===== config.mk =====
export PLATFORM = sky130hd
export DESIGN_NAME = priority_encoder_rr_flat
export DESIGN_NICKNAME = d
export VERILOG_FILES = /design/src/rtl/priority_encoder_rr_if.sv /design/src/rtl/priority_encoder_rr.sv /design/src/flat_wrapper.sv
export SDC_FILE = /design/constraint.sdc
export NUM_CORES = 1
export LEC_CHECK = 0
export ABC_CLOCK_PERIOD_IN_PS = 2760
export BUFFER_PORTS_ARGS = -buffer_cell sky130_fd_sc_hd__buf_2
export CAP_MARGIN = 20
export CORE_MARGIN = 2
export CORE_UTILIZATION = 50
export CTS_CLUSTER_SIZE = 25
export DETAILED_ROUTE_END_ITERATION = 7
export PLACE_DENSITY = 0.82
export SETUP_SLACK_MARGIN = 0.05
export SLEW_MARGIN = 20
export SYNTH_ARGS = -nofsm -noshare
export SYNTH_HDL_FRONTEND = slang
export SYNTH_SLANG_ARGS = --single-unit

===== constraint.sdc =====
create_clock -name clk -period 2.76 [get_ports clk]
set_input_delay 0.138 -clock clk [delete_from_list [all_inputs] [get_ports clk]]
set_output_delay 0.138 -clock clk [all_outputs]
set_load 0.005 [all_outputs]

===== src/rtl/priority_encoder_rr_if.sv =====
// Request/result handshake bundle for priority_encoder_rr.
// master = upstream producer plus downstream consumer; slave = the encoder.
interface priority_encoder_rr_if #(
    parameter int unsigned N = 16,
    parameter int unsigned W = 4
);
    logic         in_valid;
    logic         in_ready;
    logic [N-1:0] in_vec;
    logic         out_valid;
    logic         out_ready;
    logic [W-1:0] out_idx;
    logic [N-1:0] out_onehot;
    logic         out_zero;
    logic         out_multi;

    modport master (
        output in_valid,
        output in_vec,
        output out_ready,
        input  in_ready,
        input  out_valid,
        input  out_idx,
        input  out_onehot,
        input  out_zero,
        input  out_multi
    );

    modport slave (
        input  in_valid,
        input  in_vec,
        input  out_ready,
        output in_ready,
        output out_valid,
        output out_idx,
        output out_onehot,
        output out_zero,
        output out_multi
    );
endinterface


===== src/rtl/priority_encoder_rr.sv =====
// Registered priority encoder with one-deep result stage; fixed-priority (highest index)
// or round-robin (lowest index after the last grant) selection.
module priority_encoder_rr #(
    parameter int unsigned N  = 16,
    parameter int unsigned W  = 4,
    parameter int unsigned RR = 0
) (
    input  logic              clk,
    input  logic              rst_n,
    priority_encoder_rr_if.slave bus
);

    localparam int unsigned PTR_RST = N - 1;

    typedef enum logic {
        S_EMPTY = 1'b0,
        S_FULL  = 1'b1
    } state_t;

    state_t       state_q;
    state_t       state_d;
    logic         accept_c;
    logic         in_ready_c;

    logic [W-1:0] ptr_q;
    logic [W-1:0] out_idx_q;
    logic [N-1:0] out_onehot_q;
    logic         out_zero_q;
    logic         out_multi_q;

    logic [W-1:0] fp_idx;
    logic [W-1:0] lo_idx;
    logic [W-1:0] hi_idx;
    logic         lo_found;
    logic         hi_found;
    logic [W-1:0] win_idx;
    logic [N-1:0] win_onehot;
    logic         vec_zero;
    logic         vec_multi;

    // Ready is forced low while reset is held so nothing presented then is taken.
    assign in_ready_c = rst_n && ((state_q == S_EMPTY) || bus.out_ready);
    assign accept_c   = bus.in_valid && in_ready_c;

    // Single pass gives highest set bit, lowest set bit, and lowest set bit above ptr.
    always_comb begin
        fp_idx   = '0;
        lo_idx   = '0;
        hi_idx   = '0;
        lo_found = 1'b0;
        hi_found = 1'b0;
        for (int unsigned i = 0; i < N; i++) begin
            if (bus.in_vec[i]) begin
                fp_idx = W'(i);
                if (!lo_found) begin
                    lo_found = 1'b1;
                    lo_idx   = W'(i);
                end
                if (!hi_found && (W'(i) > ptr_q)) begin
                    hi_found = 1'b1;
                    hi_idx   = W'(i);
                end
            end
        end
    end

    always_comb begin
        win_idx = '0;
        if (RR == 0) begin
            win_idx = fp_idx;
        end else if (hi_found) begin
            win_idx = hi_idx;
        end else begin
            win_idx = lo_idx;
        end
    end

    // Clearing the lowest set bit leaves something behind iff two or more bits were set.
    assign vec_zero   = (bus.in_vec == '0);
    assign vec_multi  = |(bus.in_vec & (bus.in_vec - N'(1)));
    assign win_onehot = vec_zero ? '0 : (N'(1) << win_idx);

    always_ff @(posedge clk or negedge rst_n) begin
        if (!rst_n) begin
            state_q <= S_EMPTY;
        end else begin
            state_q <= state_d;
        end
    end

    // A new accept always refills the stage, so consume+accept is back-to-back.
    always_comb begin
        state_d = state_q;
        if (accept_c) begin
            state_d = S_FULL;
        end else if (bus.out_ready) begin
            state_d = S_EMPTY;
        end
    end

    always_ff @(posedge clk or negedge rst_n) begin
        if (!rst_n) begin
            out_idx_q    <= '0;
            out_onehot_q <= '0;
            out_zero_q   <= 1'b0;
            out_multi_q  <= 1'b0;
        end else if (accept_c) begin
            out_idx_q    <= win_idx;
            out_onehot_q <= win_onehot;
            out_zero_q   <= vec_zero;
            out_multi_q  <= vec_multi;
        end
    end

    // Empty vectors carry no grant, so the round-robin position is kept.
    always_ff @(posedge clk or negedge rst_n) begin
        if (!rst_n) begin
            ptr_q <= W'(PTR_RST);
        end else if (accept_c && !vec_zero) begin
            ptr_q <= win_idx;
        end
    end

    assign bus.in_ready   = in_ready_c;
    assign bus.out_valid  = (state_q == S_FULL);
    assign bus.out_idx    = out_idx_q;
    assign bus.out_onehot = out_onehot_q;
    assign bus.out_zero   = out_zero_q;
    assign bus.out_multi  = out_multi_q;

endmodule


===== src/flat_wrapper.sv =====
// flat-port wrapper written by rule: the top's interface ports become plain ports
module priority_encoder_rr_flat 
#(
    parameter int unsigned N  = 16,
    parameter int unsigned W  = 4,
    parameter int unsigned RR = 0
)
  (clk, rst_n, bus_in_valid, bus_in_vec, bus_out_ready, bus_in_ready, bus_out_valid, bus_out_idx, bus_out_onehot, bus_out_zero, bus_out_multi);
  priority_encoder_rr_if #(.N(N), .W(W)) bus_i ();
  input  logic clk;
  input  logic rst_n;
  input wire logic [$bits(bus_i.in_valid)-1:0] bus_in_valid;
  input wire logic [$bits(bus_i.in_vec)-1:0] bus_in_vec;
  input wire logic [$bits(bus_i.out_ready)-1:0] bus_out_ready;
  output wire logic [$bits(bus_i.in_ready)-1:0] bus_in_ready;
  output wire logic [$bits(bus_i.out_valid)-1:0] bus_out_valid;
  output wire logic [$bits(bus_i.out_idx)-1:0] bus_out_idx;
  output wire logic [$bits(bus_i.out_onehot)-1:0] bus_out_onehot;
  output wire logic [$bits(bus_i.out_zero)-1:0] bus_out_zero;
  output wire logic [$bits(bus_i.out_multi)-1:0] bus_out_multi;
  assign bus_i.in_valid = bus_in_valid;
  assign bus_i.in_vec = bus_in_vec;
  assign bus_i.out_ready = bus_out_ready;
  assign bus_in_ready = bus_i.in_ready;
  assign bus_out_valid = bus_i.out_valid;
  assign bus_out_idx = bus_i.out_idx;
  assign bus_out_onehot = bus_i.out_onehot;
  assign bus_out_zero = bus_i.out_zero;
  assign bus_out_multi = bus_i.out_multi;
  priority_encoder_rr #(.N(N), .W(W), .RR(RR)) u_core (.clk(clk), .rst_n(rst_n), .bus(bus_i));
endmodule

==> summary.txt, run 1 <==
RUN STATUS
--------------------------------------------------------------------------------------------------
Result of the run                                                                     finished, final reports clean

CLOCK TREE
--------------------------------------------------------------------------------------------------
Clock root buffer                                                                     sky130_fd_sc_hd__clkbuf_4
Number of setup buffers added after CTS                                                          0
Clock latency on the worst-skew pair                                                        320 ps
Number of levels in the clock H-tree                                                             1
Clock buffer count from CTS                                                                      3
Sink count of the clock tree                                                                    23
CTS tree                                                                                     built
Buffer levels on the longest clock path                                                          2
Clock transition time at the flip-flop clock pins of the worst setup and hold paths         120 ps

STA
--------------------------------------------------------------------------------------------------
Final worst clock skew                                                                     8.79 ps
Final Worst Setup Slack                                                                     865 ps
Remaining max-slew budget at the tightest pin                                                61.8%
Pins Over Slew Limit                                                                             0
Final worst-path cycle share                                                                 68.6%
Slew at the pin closest to its max-slew limit                                               572 ps
Number of hold-slack violations in the final timing report                                       0
Timing-limited maximum frequency                                                           528 MHz
Time the worst path needs with I/O delays and setup                                        1890 ps
WHS                                                                                        90.4 ps
Final total negative setup slack                                                              0 ps
Total setup violations reported at the end of the flow                                           0
Setup repair after global routing missed its margin                                          false

CRITICAL PATH
--------------------------------------------------------------------------------------------------
Register-to-Register Setup Slack                                                            870 ps
Signal arrival time at the worst endpoint                                                  2090 ps
Largest driver fanout on the critical path                                                      21
Reg-to-reg critical path startpoint                                                   u_core.bus.out_valid
Endpoint of the lowest-slack register-to-register path                                u_core.bus.out_multi
Depth of the worst register-to-register path                                                     6
Type of origin of the critical path                                                      flip-flop
Setup crit end kind                                                                      flip-flop
Worst endpoint required time                                                               2960 ps
Critical path class                                                                   flip-flop to flip-flop

FINAL LAYOUT
--------------------------------------------------------------------------------------------------
Fraction of final layout cells sized beyond drive strength 1                                 37.1%
Diodes inserted                                                                                  0
Non-filler instance count after layout                                                         195
Final non-filler cell area                                                              1520 sq um
Final-stage net count                                                                          188
Filler instances                                                                               199
Area growth from synthesis to layout                                                         24.0%
Fin util                                                                                     67.4%

PWR
--------------------------------------------------------------------------------------------------
Clk pwr share                                                                                24.5%
Maximum ir drop on the vdd rail                                                           0.389 mV
Design internal power                                                                     0.463 mW
Power after layout                                                                        0.648 mW
Pwr per Cell Area                                                                      427 nW/um^2
P_leak                                                                                    0.709 nW
Net switching power                                                                       0.185 mW
Sequential Power Share                                                                       56.4%
Combinational Power Share                                                                    19.1%
Fraction of power spent switching nets                                                       28.5%

FLOORPLAN
--------------------------------------------------------------------------------------------------
Total core area                                                                         2250 sq um
I/O pin cnt                                                                                     44
Die H                                                                                      53.5 um
Die Wd                                                                                     53.5 um
Total Die Area                                                                          2860 sq um
Standard-cell row count                                                                         17
Effective utilization at floorplan                                                           54.3%

GLOBAL ROUTING
--------------------------------------------------------------------------------------------------
Via count of the first global-routing pass                                                   1,069
Pin count of the biggest net entering global routing                                            25
GRT Resource Usage Total                                                                     23.3%
Initial antenna violation count                                                                  0
First-pass GRT wire length                                                                 4.80 mm
Global route total overflow                                                                      0

DRT
--------------------------------------------------------------------------------------------------
Routed wire length                                                                         2.86 mm
Post-detailed-route via-to-cell ratio                                                         5.92
DRC errors left                                                                                  0
Remaining antenna violation count                                                                0
Number of iterations in the first detailed-routing pass                                          4
Total via count in the routed design                                                         1,154
Routed wirelength normalized by instance count                                             14.6 um
Drt first-iter violations                                                                       18

YOSYS
--------------------------------------------------------------------------------------------------
Number of distinct library cells after synthesis                                                38
Number of nets produced by synthesis                                                           140
Instance count of the mapped netlist                                                           120
Count of state elements after synthesis                                                         23
Synth warn                                                                                       0
Area of the mapped netlist                                                              1220 sq um
Number of enable-type register cells in the synthesized netlist                                  0
Synth Area per Inst                                                                     10.2 sq um
Leading register cell type out of synthesis                                           sky130_fd_sc_hd__dfrtp_1
Async set-reset flop share out of synthesis                                                   100%
Share of synthesized area occupied by flip-flops and latches                                 47.0%

PLACEMENT
--------------------------------------------------------------------------------------------------
HPWL after DPL                                                                             2.25 mm
Number of placed instances with taps included                                                  190
Final weighted congestion in routability-driven placement                                    0.780
Pre-CTS setup slack                                                                         916 ps
Placement-stage cell area                                                               1480 sq um
Count of buffers from port buffering                                                            43

HOLD PATH
--------------------------------------------------------------------------------------------------
Min-Delay Path Class                                                                  input pin to flip-flop
Number of cells traversed by the worst hold path                                                 2
Hold wc startpoint                                                                    bus_in_vec[15]
End point of the most critical hold path                                              u_core.bus.out_onehot[14]

JOB
--------------------------------------------------------------------------------------------------
MaxCap Viol Count                                                                                0

-- registers in the layout, summed over array words and instances, names as in the netlist --
| name | flops |
|---|---|
| u_core.bus.out_zero | 1 |
| u_core.bus.out_multi | 1 |
| u_core.bus.out_onehot | 16 |
| u_core.bus.out_valid | 1 |
| u_core.bus.out_idx | 4 |
-- metal layers --
metal | vias to the layer above | wire length [um] | track usage [%]
met5 | - | 0 | 0
met4 | 0 | 34 | 7.26
met3 | 6 | 127 | 5.65
met2 | 31 | 1420 | 38.1
met1 | 571 | 1270 | 30.0
li1 | 546 | - | -
-- power groups by stage --
stage	sequential [mW]	combinational [mW]	clock [mW]
final	0.366	0.124	0.159
after global routing	0.368	0.139	0.179
after CTS	0.366	0.125	0.161
after detailed placement	0.373	0.124	0
after global placement	0.371	0.120	0
after floorplan	0.373	0.0529	0
-- cells by family after synthesis --
logic type               count (synthesis)  share of synthesized area [%]
adder cells (fa/ha/maj)                  2                           1.63
AND/OR/NAND/NOR                         50                           23.2
multiplexers                             2                           1.84
buffers and inverters                    7                           2.14
AO/OA/AOI/OAI                           36                           24.2
flip-flops                              23                           47.0
-- placed cells by master, fill, tap and decap left out, drive strengths merged, types with 3 or more instances in the layout --
cell type	n
buf	45
dfrtp	23
nand2	18
nor2	10
a22o	8
nor4	6
o21ai	6
inv	4
a21oi	4
a32o	3
nor3	3
o22ai	3
clkbuf	3
a2111oi	3
-- critical path, stage by stage (launching register included) --
cell	delay (ps)
sky130_fd_sc_hd__dfrtp_1	400
sky130_fd_sc_hd__nand2b_1	110
sky130_fd_sc_hd__nand3_1	420
sky130_fd_sc_hd__buf_4	390
sky130_fd_sc_hd__nor3_1	180
sky130_fd_sc_hd__and3_1	180
sky130_fd_sc_hd__a32oi_1	90
-- worst max path at each step --
stage | start | end | slack [ps] | cells past startpoint
2_1_floorplan | bus_in_vec[2] | u_core.bus.out_multi | 1300 | 5
3_3_place_gp | u_core.bus.out_valid | u_core.bus.out_multi | 1030 | 6
3_5_place_dp | u_core.bus.out_valid | u_core.bus.out_multi | 920 | 6
4_1_cts | u_core.bus.out_valid | u_core.bus.out_multi | 900 | 6
5_1_grt | u_core.bus.out_valid | u_core.bus.out_multi | 730 | 6
6_report | u_core.bus.out_valid | u_core.bus.out_multi | 870 | 6
-- what timing repair did --
action	4_1_cts	5_1_grt
gates resized for setup	0	0
hold buffers	1	0
endpoints found under the hold margin	23	0
-- Yosys cell counts, drive strengths merged (2+ instances only) --
cell type / instances / share of area [%]
nand3: 2 / 0.82
a22o: 8 / 5.7
o21ai: 6 / 2.5
or3: 2 / 1.0
or2: 2 / 1.0
nand2b: 2 / 1.0
nor4: 6 / 6.3
dfrtp: 23 / 47
a32o: 3 / 2.5
maj3: 2 / 1.6
nor3: 3 / 1.2
nand2: 18 / 5.5
clkbuf: 3 / 0.92
inv: 4 / 1.2
a21oi: 4 / 1.9
o22ai: 3 / 1.5
a2111oi: 3 / 3.7
mux2: 2 / 1.8
o31ai: 2 / 1.2
nor2: 10 / 3.1
-- layout make-up --
cell class | instances | area, sq um | area share, %
repair buffers | 46 | 240 | 15.8
inverters | 4 | 15.0 | 0.988
multi-input cells | 90 | 623 | 41.0
flip-flops and latches | 23 | 576 | 37.9
well taps | 28 | 35.0 | 2.31
clock inverters | 1 | 7.51 | 0.494
clock buffers | 3 | 22.5 | 1.48
Power figures use the tool's default switching activity.
==> run 2, diff against run 1 <==
--- a/config.mk
+++ b/config.mk
@@ -5,14 +5,14 @@
 export SDC_FILE = /design/constraint.sdc
 export NUM_CORES = 1
 export LEC_CHECK = 0
-export ABC_CLOCK_PERIOD_IN_PS = 2760
+export ABC_CLOCK_PERIOD_IN_PS = 1820
 export BUFFER_PORTS_ARGS = -buffer_cell sky130_fd_sc_hd__buf_2
 export CAP_MARGIN = 20
 export CORE_MARGIN = 2
-export CORE_UTILIZATION = 50
+export CORE_UTILIZATION = 48
 export CTS_CLUSTER_SIZE = 25
 export DETAILED_ROUTE_END_ITERATION = 7
-export PLACE_DENSITY = 0.82
+export PLACE_DENSITY = 0.8
 export SETUP_SLACK_MARGIN = 0.05
 export SLEW_MARGIN = 20
 export SYNTH_ARGS = -nofsm -noshare
==> constraint.sdc (replaced) <==
create_clock -name clk -period 1.82 [get_ports clk]
set_input_delay 0.091 -clock clk [delete_from_list [all_inputs] [get_ports clk]]
set_output_delay 0.091 -clock clk [all_outputs]
set_load 0.005 [all_outputs]
==> run 2 against run 1 <==
Compared with the run above:
- cell count rose by 3.6%
- maximum frequency rose by 16%
- register-to-register slack got worse by 680 ps
- critical path depth down 1
- clock skew decreased by 3.8 ps
- core utilization down 3.8 points
- global-route usage decreased by 0.65 points
- design area increased by 2.8%
- sequential power rose by 51%
- critical endpoint is now u_core.bus.out_onehot[3]
- largest cell class unchanged
==> summary.txt, run 2 (synthesis results as in run 1) <==
GLOBAL ROUTING
--------------------------------------------------------------------------------------------------
Pin count of the biggest net entering global routing                                            25
Initial antenna violation count                                                                  0
Global route total overflow                                                                      0
Via count of the first global-routing pass                                                   1,118
GRT Resource Usage Total                                                                     22.6%
First-pass GRT wire length                                                                 4.90 mm

STA
--------------------------------------------------------------------------------------------------
Pins Over Slew Limit                                                                             0
Number of hold-slack violations in the final timing report                                       0
Final worst clock skew                                                                     4.98 ps
Total setup violations reported at the end of the flow                                           0
Time the worst path needs with I/O delays and setup                                        1630 ps
Remaining max-slew budget at the tightest pin                                                66.3%
Slew at the pin closest to its max-slew limit                                               493 ps
Final worst-path cycle share                                                                 89.8%
Final Worst Setup Slack                                                                     186 ps
Timing-limited maximum frequency                                                           612 MHz
Final total negative setup slack                                                              0 ps
Setup repair after global routing missed its margin                                           true

CRITICAL PATH
--------------------------------------------------------------------------------------------------
Setup crit end kind                                                                      flip-flop
Endpoint of the lowest-slack register-to-register path                                u_core.bus.out_onehot[3]
Critical path class                                                                   flip-flop to flip-flop
Register-to-Register Setup Slack                                                            190 ps
Signal arrival time at the worst endpoint                                                  1880 ps
Type of origin of the critical path                                                      flip-flop
Largest driver fanout on the critical path                                                       6
Depth of the worst register-to-register path                                                     5
Worst endpoint required time                                                               2070 ps
Reg-to-reg critical path startpoint                                                   u_core.bus.out_valid

CLOCK TREE
--------------------------------------------------------------------------------------------------
Clock latency on the worst-skew pair                                                        320 ps
Number of levels in the clock H-tree                                                             1
CTS tree                                                                                     built
Clock buffer count from CTS                                                                      3
Buffer levels on the longest clock path                                                          2
Clock transition time at the flip-flop clock pins of the worst setup and hold paths         130 ps
Clock root buffer                                                                     sky130_fd_sc_hd__clkbuf_4
Sink count of the clock tree                                                                    23

DRT
--------------------------------------------------------------------------------------------------
Number of iterations in the first detailed-routing pass                                          4
Drt first-iter violations                                                                       37
Remaining antenna violation count                                                                0
Routed wire length                                                                         2.94 mm
Total via count in the routed design                                                         1,168
Routed wirelength normalized by instance count                                             14.5 um
DRC errors left                                                                                  0
Post-detailed-route via-to-cell ratio                                                         5.78

PLACEMENT
--------------------------------------------------------------------------------------------------
Placement-stage cell area                                                               1520 sq um
Final weighted congestion in routability-driven placement                                    0.827
HPWL after DPL                                                                             2.30 mm
Pre-CTS setup slack                                                                         201 ps
Count of buffers from port buffering                                                            43

HOLD PATH
--------------------------------------------------------------------------------------------------
End point of the most critical hold path                                              u_core.bus.out_onehot[14]
Number of cells traversed by the worst hold path                                                 2
Hold wc startpoint                                                                    bus_in_vec[15]
Min-Delay Path Class                                                                  input pin to flip-flop

FINAL LAYOUT
--------------------------------------------------------------------------------------------------
Diodes inserted                                                                                  0
Commonest cells after routing, fill and taps aside                                    sky130_fd_sc_hd__buf_2 (43), sky130_fd_sc_hd__dfrtp_1 (23), sky130_fd_sc_hd__nand2_1 (18)
Final-stage net count                                                                          193
Max FFs per register                                                                            16
Final non-filler cell area                                                              1560 sq um
Most common library cell in the layout ignoring fill and taps                         sky130_fd_sc_hd__buf_2
Area growth from synthesis to layout                                                         27.5%
Fraction of final layout cells sized beyond drive strength 1                                 39.5%

PWR
--------------------------------------------------------------------------------------------------
Pwr per Cell Area                                                                      637 nW/um^2
Maximum ir drop on the vdd rail                                                           0.579 mV
P_leak                                                                                    0.737 nW

FLOORPLAN
--------------------------------------------------------------------------------------------------
Standard-cell row count                                                                         18
Die Wd                                                                                     54.5 um
Effective utilization at floorplan                                                           49.9%
I/O pin cnt                                                                                     44
Total core area                                                                         2450 sq um
Die H                                                                                      54.5 um
Total Die Area                                                                          2970 sq um

JOB
--------------------------------------------------------------------------------------------------
MaxCap Viol Count                                                                                0

RUN STATUS
--------------------------------------------------------------------------------------------------
Result of the run                                                                     finished, final reports clean

-- run 2: cell count changes in the layout (fill, tap and decap cells not counted), sizes merged --
cell / previous run / this run
buf: 45 / 50
clkinvlp: 1 / 0
clkinv: 0 / 1
-- run 2: metal layers --
| layer | vias up | global-route usage [%] | wire, um |
|---|---|---|---|
| li1 | 561 | - | - |
| met5 | - | 0 | 0 |
| met4 | 0 | 8.75 | 42 |
| met1 | 556 | 28.2 | 1240 |
| met2 | 43 | 38.0 | 1470 |
| met3 | 8 | 4.92 | 182 |
-- run 2: how the worst max path moves through the flow --
stage | startpoint | end
detailed placement | u_core.bus.out_valid | u_core.bus.out_onehot[3]
floorplan | u_core.bus.out_valid | u_core.bus.out_zero
finish | u_core.bus.out_valid | u_core.bus.out_onehot[3]
global route | u_core.bus.out_valid | u_core.bus.out_onehot[3]
CTS | u_core.bus.out_valid | u_core.bus.out_onehot[3]
global placement | bus_in_vec[10] | u_core.bus.out_onehot[7]
-- run 2: what timing repair did --
action / CTS / global route
resized for setup: 0 / 1
setup endpoints to repair: 0 / 1
endpoints found under the hold margin: 23 / 0
hold buffers: 1 / 0
buffers inserted: 0 / 0
-- run 2: critical path, stage by stage (launching register included) --
cell and delay [ps]:
sky130_fd_sc_hd__dfrtp_1 410, sky130_fd_sc_hd__nand2b_1 110, sky130_fd_sc_hd__nand3_1 250, sky130_fd_sc_hd__nor4_2 560, sky130_fd_sc_hd__nand2_1 100, sky130_fd_sc_hd__o21ai_1 140
-- run 2: stage by stage --
| step | util [%] | hold slack (ps) | cells | power, mW |
|---|---|---|---|---|
| finish | 63.6 | 41.4 | 202 | 0.995 |
| global route | 63.6 | 37.9 | 202 | 1.04 |
| floorplan | - | -205 | 120 | 0.647 |
| detailed placement | 61.9 | 99.6 | 197 | 0.759 |
| global placement | 61.9 | 89.7 | 197 | 0.751 |
| CTS | 63.4 | 30.8 | 202 | 1.00 |
-- run 2: layout make-up --
cell class | instances | area [sq um]
inverter | 4 | 15.0
clock buffer | 3 | 22.5
tap | 30 | 37.5
clock inverter | 1 | 5.00
timing repair buffer | 51 | 278
sequential | 23 | 576
multi-input combinational | 90 | 628
fill | 208 | 893
-- run 2: power breakdown --
part | total [mW] | switching, mW | internal [mW]
Clock | 0.246 | 0.163 | 0.0823
Combinational | 0.196 | 0.111 | 0.0849
Sequential | 0.553 | 0.0139 | 0.539
Total | 0.995 | 0.288 | 0.707
